### config.mk
export PLATFORM = sky130hd
export DESIGN_NAME = mem_port_arbiter_flat
export DESIGN_NICKNAME = d
export VERILOG_FILES = /design/src/rtl/mem_port_if.sv /design/src/rtl/mem_port_arbiter.sv /design/src/flat_wrapper.sv
export SDC_FILE = /design/constraint.sdc
export NUM_CORES = 1
export LEC_CHECK = 0
export ABC_AREA = 1
export BUFFER_PORTS_ARGS = -buffer_cell sky130_fd_sc_hd__clkbuf_2
export CAP_MARGIN = 20
export CORE_MARGIN = 5
export CORE_UTILIZATION = 35
export CTS_CLUSTER_SIZE = 20
export DETAILED_ROUTE_END_ITERATION = 10
export PLACE_DENSITY_LB_ADDON = 0.1
export SLEW_MARGIN = 0
export SYNTH_ARGS = -nofsm -noshare
export SYNTH_HDL_FRONTEND = slang
export SYNTH_SLANG_ARGS = --single-unit
### constraint.sdc
create_clock -name clk -period 2.37 [get_ports clk]
set_input_delay 0.1185 -clock clk [delete_from_list [all_inputs] [get_ports clk]]
set_output_delay 0.1185 -clock clk [all_outputs]
set_load 0.01 [all_outputs]
### src/rtl/mem_port_if.sv
`default_nettype none
// ============================================================================
// Module   : mem_port_if
// Brief    : Bus bundle between the IF/MEM pipeline stages, the shared RAM
//            and the memory-port arbiter.
// Revision : 1.0 - initial release
// ============================================================================
interface mem_port_if #(
  parameter int ADDR_WIDTH = 16,
  parameter int DATA_WIDTH = 16
);
  // Instruction-fetch side
  logic                  if_req;
  logic [ADDR_WIDTH-1:0] if_addr;
  logic                  if_ack;
  logic [DATA_WIDTH-1:0] if_rdata;
  // Load/store side
  logic                  d_rd_req;
  logic                  d_wr_req;
  logic [ADDR_WIDTH-1:0] d_addr;
  logic [DATA_WIDTH-1:0] d_wdata;
  logic                  d_ack;
  logic [DATA_WIDTH-1:0] d_rdata;
  // RAM side
  logic                  ram_en;
  logic                  ram_we;
  logic [ADDR_WIDTH-1:0] ram_addr;
  logic [DATA_WIDTH-1:0] ram_wdata;
  logic [DATA_WIDTH-1:0] ram_rdata;
  // Hazard unit
  logic                  stop;

  // Arbiter view
  modport slave (
    input  if_req, if_addr, d_rd_req, d_wr_req, d_addr, d_wdata, ram_rdata,
    output if_ack, if_rdata, d_ack, d_rdata,
    output ram_en, ram_we, ram_addr, ram_wdata, stop
  );

  // Pipeline/RAM view
  modport master (
    output if_req, if_addr, d_rd_req, d_wr_req, d_addr, d_wdata, ram_rdata,
    input  if_ack, if_rdata, d_ack, d_rdata,
    input  ram_en, ram_we, ram_addr, ram_wdata, stop
  );
endinterface
`default_nettype wire

### src/rtl/mem_port_arbiter.sv
`default_nettype none
// ============================================================================
// Module   : mem_port_arbiter
// Brief    : Shares one single-port unified RAM between instruction fetch and
//            load/store. Round-robin arbitration, MEM_LAT-cycle accesses,
//            one idle cycle between accesses, pipeline freeze via stop.
// Revision : 1.0 - initial release
// ============================================================================
module mem_port_arbiter #(
  parameter int ADDR_WIDTH = 16,
  parameter int DATA_WIDTH = 16,
  parameter int MEM_LAT    = 2
) (
  input  logic      clk,
  input  logic      rst,
  mem_port_if.slave bus
);

  localparam int c_cnt_w = $clog2(MEM_LAT) + 1;
  localparam logic [c_cnt_w-1:0] c_cnt_last = c_cnt_w'(MEM_LAT - 1);

  localparam logic [1:0] c_idle  = 2'd0;
  localparam logic [1:0] c_d_acc = 2'd1;
  localparam logic [1:0] c_i_acc = 2'd2;

  logic [1:0]            r_state;
  logic [c_cnt_w-1:0]    r_cnt;
  logic                  r_last_grant;   // 0 = fetch served last, 1 = data
  logic [ADDR_WIDTH-1:0] r_addr_q;
  logic [DATA_WIDTH-1:0] r_wdata_q;
  logic                  r_we_q;

  logic w_dreq;
  logic w_grant_d;
  logic w_grant_i;
  logic w_d_active;
  logic w_i_active;
  logic w_last;
  logic w_if_ack;
  logic w_d_ack;

  // Arbitration: on a tie the side that was not served last wins
  assign w_dreq    = bus.d_rd_req | bus.d_wr_req;
  assign w_grant_d = w_dreq & (~bus.if_req | ~r_last_grant);
  assign w_grant_i = bus.if_req & ~w_grant_d;

  // Activity decode is gated by reset so every output is 0 while rst=0
  assign w_d_active = rst & (r_state == c_d_acc);
  assign w_i_active = rst & (r_state == c_i_acc);
  assign w_last     = (r_cnt == c_cnt_last);
  assign w_if_ack   = w_i_active & w_last;
  assign w_d_ack    = w_d_active & w_last;

  // Access sequencer: sample requests only in IDLE, always return to IDLE
  always_ff @(posedge clk) begin
    if (!rst) begin
      r_state      <= c_idle;
      r_cnt        <= '0;
      r_last_grant <= 1'b0;
      r_addr_q     <= '0;
      r_wdata_q    <= '0;
      r_we_q       <= 1'b0;
    end else begin
      case (r_state)
        c_idle: begin
          if (w_grant_d) begin
            r_state      <= c_d_acc;
            r_cnt        <= '0;
            r_last_grant <= 1'b1;
            r_addr_q     <= bus.d_addr;
            r_wdata_q    <= bus.d_wdata;
            r_we_q       <= bus.d_wr_req;   // both requests high -> store
          end else if (w_grant_i) begin
            r_state      <= c_i_acc;
            r_cnt        <= '0;
            r_last_grant <= 1'b0;
            r_addr_q     <= bus.if_addr;
            r_wdata_q    <= '0;
            r_we_q       <= 1'b0;
          end
        end
        c_d_acc, c_i_acc: begin
          if (w_last) begin
            r_state <= c_idle;
            r_cnt   <= '0;
          end else begin
            r_cnt   <= r_cnt + c_cnt_w'(1);
          end
        end
        default: r_state <= c_idle;
      endcase
    end
  end

  // RAM drive is held constant for the whole access
  assign bus.ram_en    = w_d_active | w_i_active;
  assign bus.ram_we    = w_d_active & r_we_q;
  assign bus.ram_addr  = bus.ram_en ? r_addr_q  : '0;
  assign bus.ram_wdata = bus.ram_en ? r_wdata_q : '0;

  // Completion strobes and read data, zero outside the final access cycle
  assign bus.if_ack   = w_if_ack;
  assign bus.d_ack    = w_d_ack;
  assign bus.if_rdata = w_if_ack ? bus.ram_rdata : '0;
  assign bus.d_rdata  = (w_d_ack & ~r_we_q) ? bus.ram_rdata : '0;

  // Freeze the pipeline while any request is outstanding; release on ack
  assign bus.stop = rst & ((bus.if_req & ~w_if_ack) | (w_dreq & ~w_d_ack));

endmodule
`default_nettype wire
### src/flat_wrapper.sv
// flat-port wrapper written by rule: the top's interface ports become plain ports
module mem_port_arbiter_flat 
#(
  parameter int ADDR_WIDTH = 16,
  parameter int DATA_WIDTH = 16,
  parameter int MEM_LAT    = 2
)
  (clk, rst, bus_if_req, bus_if_addr, bus_d_rd_req, bus_d_wr_req, bus_d_addr, bus_d_wdata, bus_ram_rdata, bus_if_ack, bus_if_rdata, bus_d_ack, bus_d_rdata, bus_ram_en, bus_ram_we, bus_ram_addr, bus_ram_wdata, bus_stop);
  mem_port_if #(.ADDR_WIDTH(ADDR_WIDTH), .DATA_WIDTH(DATA_WIDTH)) bus_i ();
  input  logic clk;
  input  logic rst;
  input wire logic [$bits(bus_i.if_req)-1:0] bus_if_req;
  input wire logic [$bits(bus_i.if_addr)-1:0] bus_if_addr;
  input wire logic [$bits(bus_i.d_rd_req)-1:0] bus_d_rd_req;
  input wire logic [$bits(bus_i.d_wr_req)-1:0] bus_d_wr_req;
  input wire logic [$bits(bus_i.d_addr)-1:0] bus_d_addr;
  input wire logic [$bits(bus_i.d_wdata)-1:0] bus_d_wdata;
  input wire logic [$bits(bus_i.ram_rdata)-1:0] bus_ram_rdata;
  output wire logic [$bits(bus_i.if_ack)-1:0] bus_if_ack;
  output wire logic [$bits(bus_i.if_rdata)-1:0] bus_if_rdata;
  output wire logic [$bits(bus_i.d_ack)-1:0] bus_d_ack;
  output wire logic [$bits(bus_i.d_rdata)-1:0] bus_d_rdata;
  output wire logic [$bits(bus_i.ram_en)-1:0] bus_ram_en;
  output wire logic [$bits(bus_i.ram_we)-1:0] bus_ram_we;
  output wire logic [$bits(bus_i.ram_addr)-1:0] bus_ram_addr;
  output wire logic [$bits(bus_i.ram_wdata)-1:0] bus_ram_wdata;
  output wire logic [$bits(bus_i.stop)-1:0] bus_stop;
  assign bus_i.if_req = bus_if_req;
  assign bus_i.if_addr = bus_if_addr;
  assign bus_i.d_rd_req = bus_d_rd_req;
  assign bus_i.d_wr_req = bus_d_wr_req;
  assign bus_i.d_addr = bus_d_addr;
  assign bus_i.d_wdata = bus_d_wdata;
  assign bus_i.ram_rdata = bus_ram_rdata;
  assign bus_if_ack = bus_i.if_ack;
  assign bus_if_rdata = bus_i.if_rdata;
  assign bus_d_ack = bus_i.d_ack;
  assign bus_d_rdata = bus_i.d_rdata;
  assign bus_ram_en = bus_i.ram_en;
  assign bus_ram_we = bus_i.ram_we;
  assign bus_ram_addr = bus_i.ram_addr;
  assign bus_ram_wdata = bus_i.ram_wdata;
  assign bus_stop = bus_i.stop;
  mem_port_arbiter #(.ADDR_WIDTH(ADDR_WIDTH), .DATA_WIDTH(DATA_WIDTH), .MEM_LAT(MEM_LAT)) u_core (.clk(clk), .rst(rst), .bus(bus_i));
endmodule
==> summary.log <==
[floorplanning] starting density of the core 35.5%
[floorplanning] number of top-level pins 138
[layout] total of fill cells in the finished design 702
[clock_tree] number of clock buffers inserted by TritonCTS 5
[logic_synthesis] dominant cells by area after synthesis sky130_fd_sc_hd__dfxtp_1 (34%), sky130_fd_sc_hd__nor2_1 (20%), sky130_fd_sc_hd__nand2_1 (14%)
[timing] worst relative slew slack 50.0%
[layout] commonest cells after routing, fill and taps aside sky130_fd_sc_hd__clkbuf_2 (137), sky130_fd_sc_hd__nor2_1 (118), sky130_fd_sc_hd__nand2_1 (81)
[clock_tree] number of buffers between clock root and the deepest sink 2
[timing] final critical delay including setup and external delays 1.80 ns
[run] MaxCap Viol Count 0
[placed_design] cell area reported after detailed placement 2940 um2
[worst_setup_path] Worst setup SP type flop
[timing] final total negative setup slack 0 ns
[worst_setup_path] terminus of the critical flop-to-flop path u_core.r_addr_q[4]
[min_path] critical hold path startpoint bus_d_wdata[9]
[timing] share of the clock period used by the worst path after layout 75.8%
[layout] area taken by flip-flops and latches 761 um2
[logic_synthesis] net count after synthesis 459
[global_routing] total grt overflow 0
[clock_tree] TritonCTS clock tree yes
[floorplanning] die outline area 8030 um2
[logic_synthesis] register area share after synthesis 34.3%
[route] Detailed Route WL 6.35 mm
[logic_synthesis] Post-Synthesis Mean Instance Area 5.75 um2
[timing] total count of max-transition violations in the final report 0
[min_path] path class of the lowest-slack min-delay path in2reg
[clock_tree] clock latency on the worst-skew pair 0.29 ns
[global_routing] pin count of the biggest net entering global routing 34
[floorplanning] die span in y 89.6 um
[route] mean number of vias per cell 4.23
[logic_synthesis] number of synthesis warnings 0
[clock_tree] maximum level of the CTS H-tree 2
[route] vias after detailed routing 2520
[logic_synthesis] library cell occupying the most area in the post-synthesis netlist sky130_fd_sc_hd__dfxtp_1
[global_routing] wire length of the first global-routing pass 10.1 mm
[route] Wirelength per Cell 10.7 um
[timing] fmax 556 MHz
[logic_synthesis] Mapped Cells 386
[clock_tree] clock transition at the register clock pins on the worst setup and hold paths after CTS 0.08 ns
[worst_setup_path] required time at the worst-slack endpoint 2.25 ns
[worst_setup_path] Crit path arrival time 1.68 ns
[timing] Final Setup Violations 0
[layout] post-route cell area 3050 um2
[layout] total inserted antenna cells 0
[clock_tree] count of clock tree sinks 38
[clock_tree] CTS Root Buffer Type sky130_fd_sc_hd__clkbuf_8
[global_routing] via count of the first global-routing pass 2318
[layout] area taken by multi-input logic gates 1060 um2
[route] initial DRC count 111
[power] Power Dens Cells 811 nW/um2
[placed_design] number of I/O port buffers 137
[layout] layout cell share with drive strength beyond 1 30.4%
[timing] endpoints failing hold 0
[worst_setup_path] critical path capture point type output pin
[timing] Least-Margin Pin Slew 0.750 ns
[floorplanning] core footprint 6240 um2
[layout] commonest non-fill, non-tap cell in the layout sky130_fd_sc_hd__clkbuf_2
[route] post-detailed-route count of antenna-violating nets 0
[clock_tree] Post-CTS Hold Fix Bufs 0
[power] P_leak 1.79 nW
[worst_setup_path] Setup CP Type reg2out
[logic_synthesis] count of state elements after synthesis 38
[timing] RSZ-0062 raised after global routing no
[min_path] hold path depth 3
[timing] final clock skew 0.00586 ns
[clock_tree] cells resized by post-CTS repair 0
[floorplanning] horizontal die dimension 89.6 um
[power] worst IR drop on VDD 0.339 mV
[route] final routed DRC violation total 0
[worst_setup_path] reg-to-reg critical path startpoint u_core.r_state[0]
[clock_tree] number of post-CTS setup repair buffers 0
[placed_design] placed wire-length estimate 4.90 mm
[floorplanning] number of core rows 29
[placed_design] final weighted congestion in routability-driven placement 0.761
[run_status] outcome finished clean
[worst_setup_path] highest fanout seen on the critical path 13
[route] Detailed Routing Iterations Pass 1 4
[layout] area growth from synthesis to layout 37.3%
[worst_setup_path] reg-to-reg setup timing slack 0.88 ns
[layout] final-stage net count 591
[logic_synthesis] post-synth design cell area 2220 um2
[layout] fraction of the core area covered by cells at the end of the flow 48.8%
[global_routing] number of antenna violations at the first check in global routing 0
[logic_synthesis] fraction of synthesized cell area taken by the top area cell type 34.3%
[global_routing] total global routing track utilization 15.6%
[logic_synthesis] number of different library cells in the post-synthesis netlist 20
[worst_setup_path] reg2reg path depth 8
[power] final total power 2.47 mW
[min_path] Worst Hold End u_core.r_wdata_q[9]
==> synth_stat cells (all sizes together) <==
library cell / count
dfxtp: 38
nand2: 84
nand3: 4
a21oi: 23
nand4: 1
buf: 12
clkbuf: 5
inv: 79
nor2: 118
o21ai: 18
ha: 4
==> state kept, by name (all words and copies together), names as in the netlist <==
register             count
u_core.r_addr_q         16
u_core.r_cnt             2
u_core.r_last_grant      1
u_core.r_state           2
u_core.r_wdata_q        16
u_core.r_we_q            1
==> worst max-delay path by stage <==
stage                     cells after the start  slack, ns               from           endpoint
after global routing                          7       0.39  u_core.r_state[1]    bus_d_rdata[13]
final                                         6       0.57  u_core.r_state[0]    bus_if_rdata[8]
after detailed placement                      6       0.84  u_core.r_state[0]    bus_if_rdata[5]
after CTS                                     6       0.53  u_core.r_state[0]    bus_if_rdata[5]
after floorplan                               7       0.93  u_core.r_state[1]    bus_d_rdata[10]
after global placement                        8       0.91  u_core.r_state[1]  bus_ram_wdata[11]
==> power breakdown <==
part           leakage (nW)  switching (mW)  internal, mW  total [mW]
clock                0.0579           0.226         0.310       0.536
combinational          1.42           0.654         0.356        1.01
sequential            0.314          0.0978         0.827       0.925
total                  1.79           0.978          1.49        2.47
==> stage by stage <==
| stage | std cells | hold slack [ns] | setup slack [ns] |
|---|---|---|---|
| floorplan | 386 | 0.266 | 0.929 |
| global placement | 588 | 0.361 | 0.907 |
| detailed placement | 588 | 0.360 | 0.836 |
| CTS | 596 | 0.0466 | 0.534 |
| global route | 596 | 0.0557 | 0.392 |
| finish | 596 | 0.0541 | 0.573 |
==> critical path, cell delays in order, from the launching register on <==
cell                       delay, ns
sky130_fd_sc_hd__dfxtp_1        0.34
sky130_fd_sc_hd__inv_1          0.08
sky130_fd_sc_hd__ha_1           0.17
sky130_fd_sc_hd__nand4_1        0.26
sky130_fd_sc_hd__buf_4          0.29
sky130_fd_sc_hd__nor2_1         0.10
sky130_fd_sc_hd__clkbuf_2       0.14
==> cell type report <==
cell class / instances / area share (%)
clock buffer: 5 / 2.26
clock inverter: 3 / 1.31
inverter: 79 / 9.74
multi-input combinational: 252 / 34.8
sequential: 38 / 25.0
tap: 77 / 3.16
timing repair buffer: 142 / 23.7
==> kinds of logic after synthesis <==
group           count (synthesis)  share of synthesized area [%]
fa+ha+maj                       4                           2.26
simple gates                  207                           35.9
compound gates                 41                           9.59
buf+inv                        96                           17.9
flops                          38                           34.3
==> per-layer routing <==
layer / wire length (um) / vias to the layer above / track usage [%]
li1: - / 1377 / -
met1: 2720 / 1034 / 19.2
met2: 2910 / 102 / 26.8
met3: 658 / 7 / 4.20
met4: 61 / 0 / 4.06
met5: 0 / - / 0
Note: power is estimated with default switching activity, not from simulation.
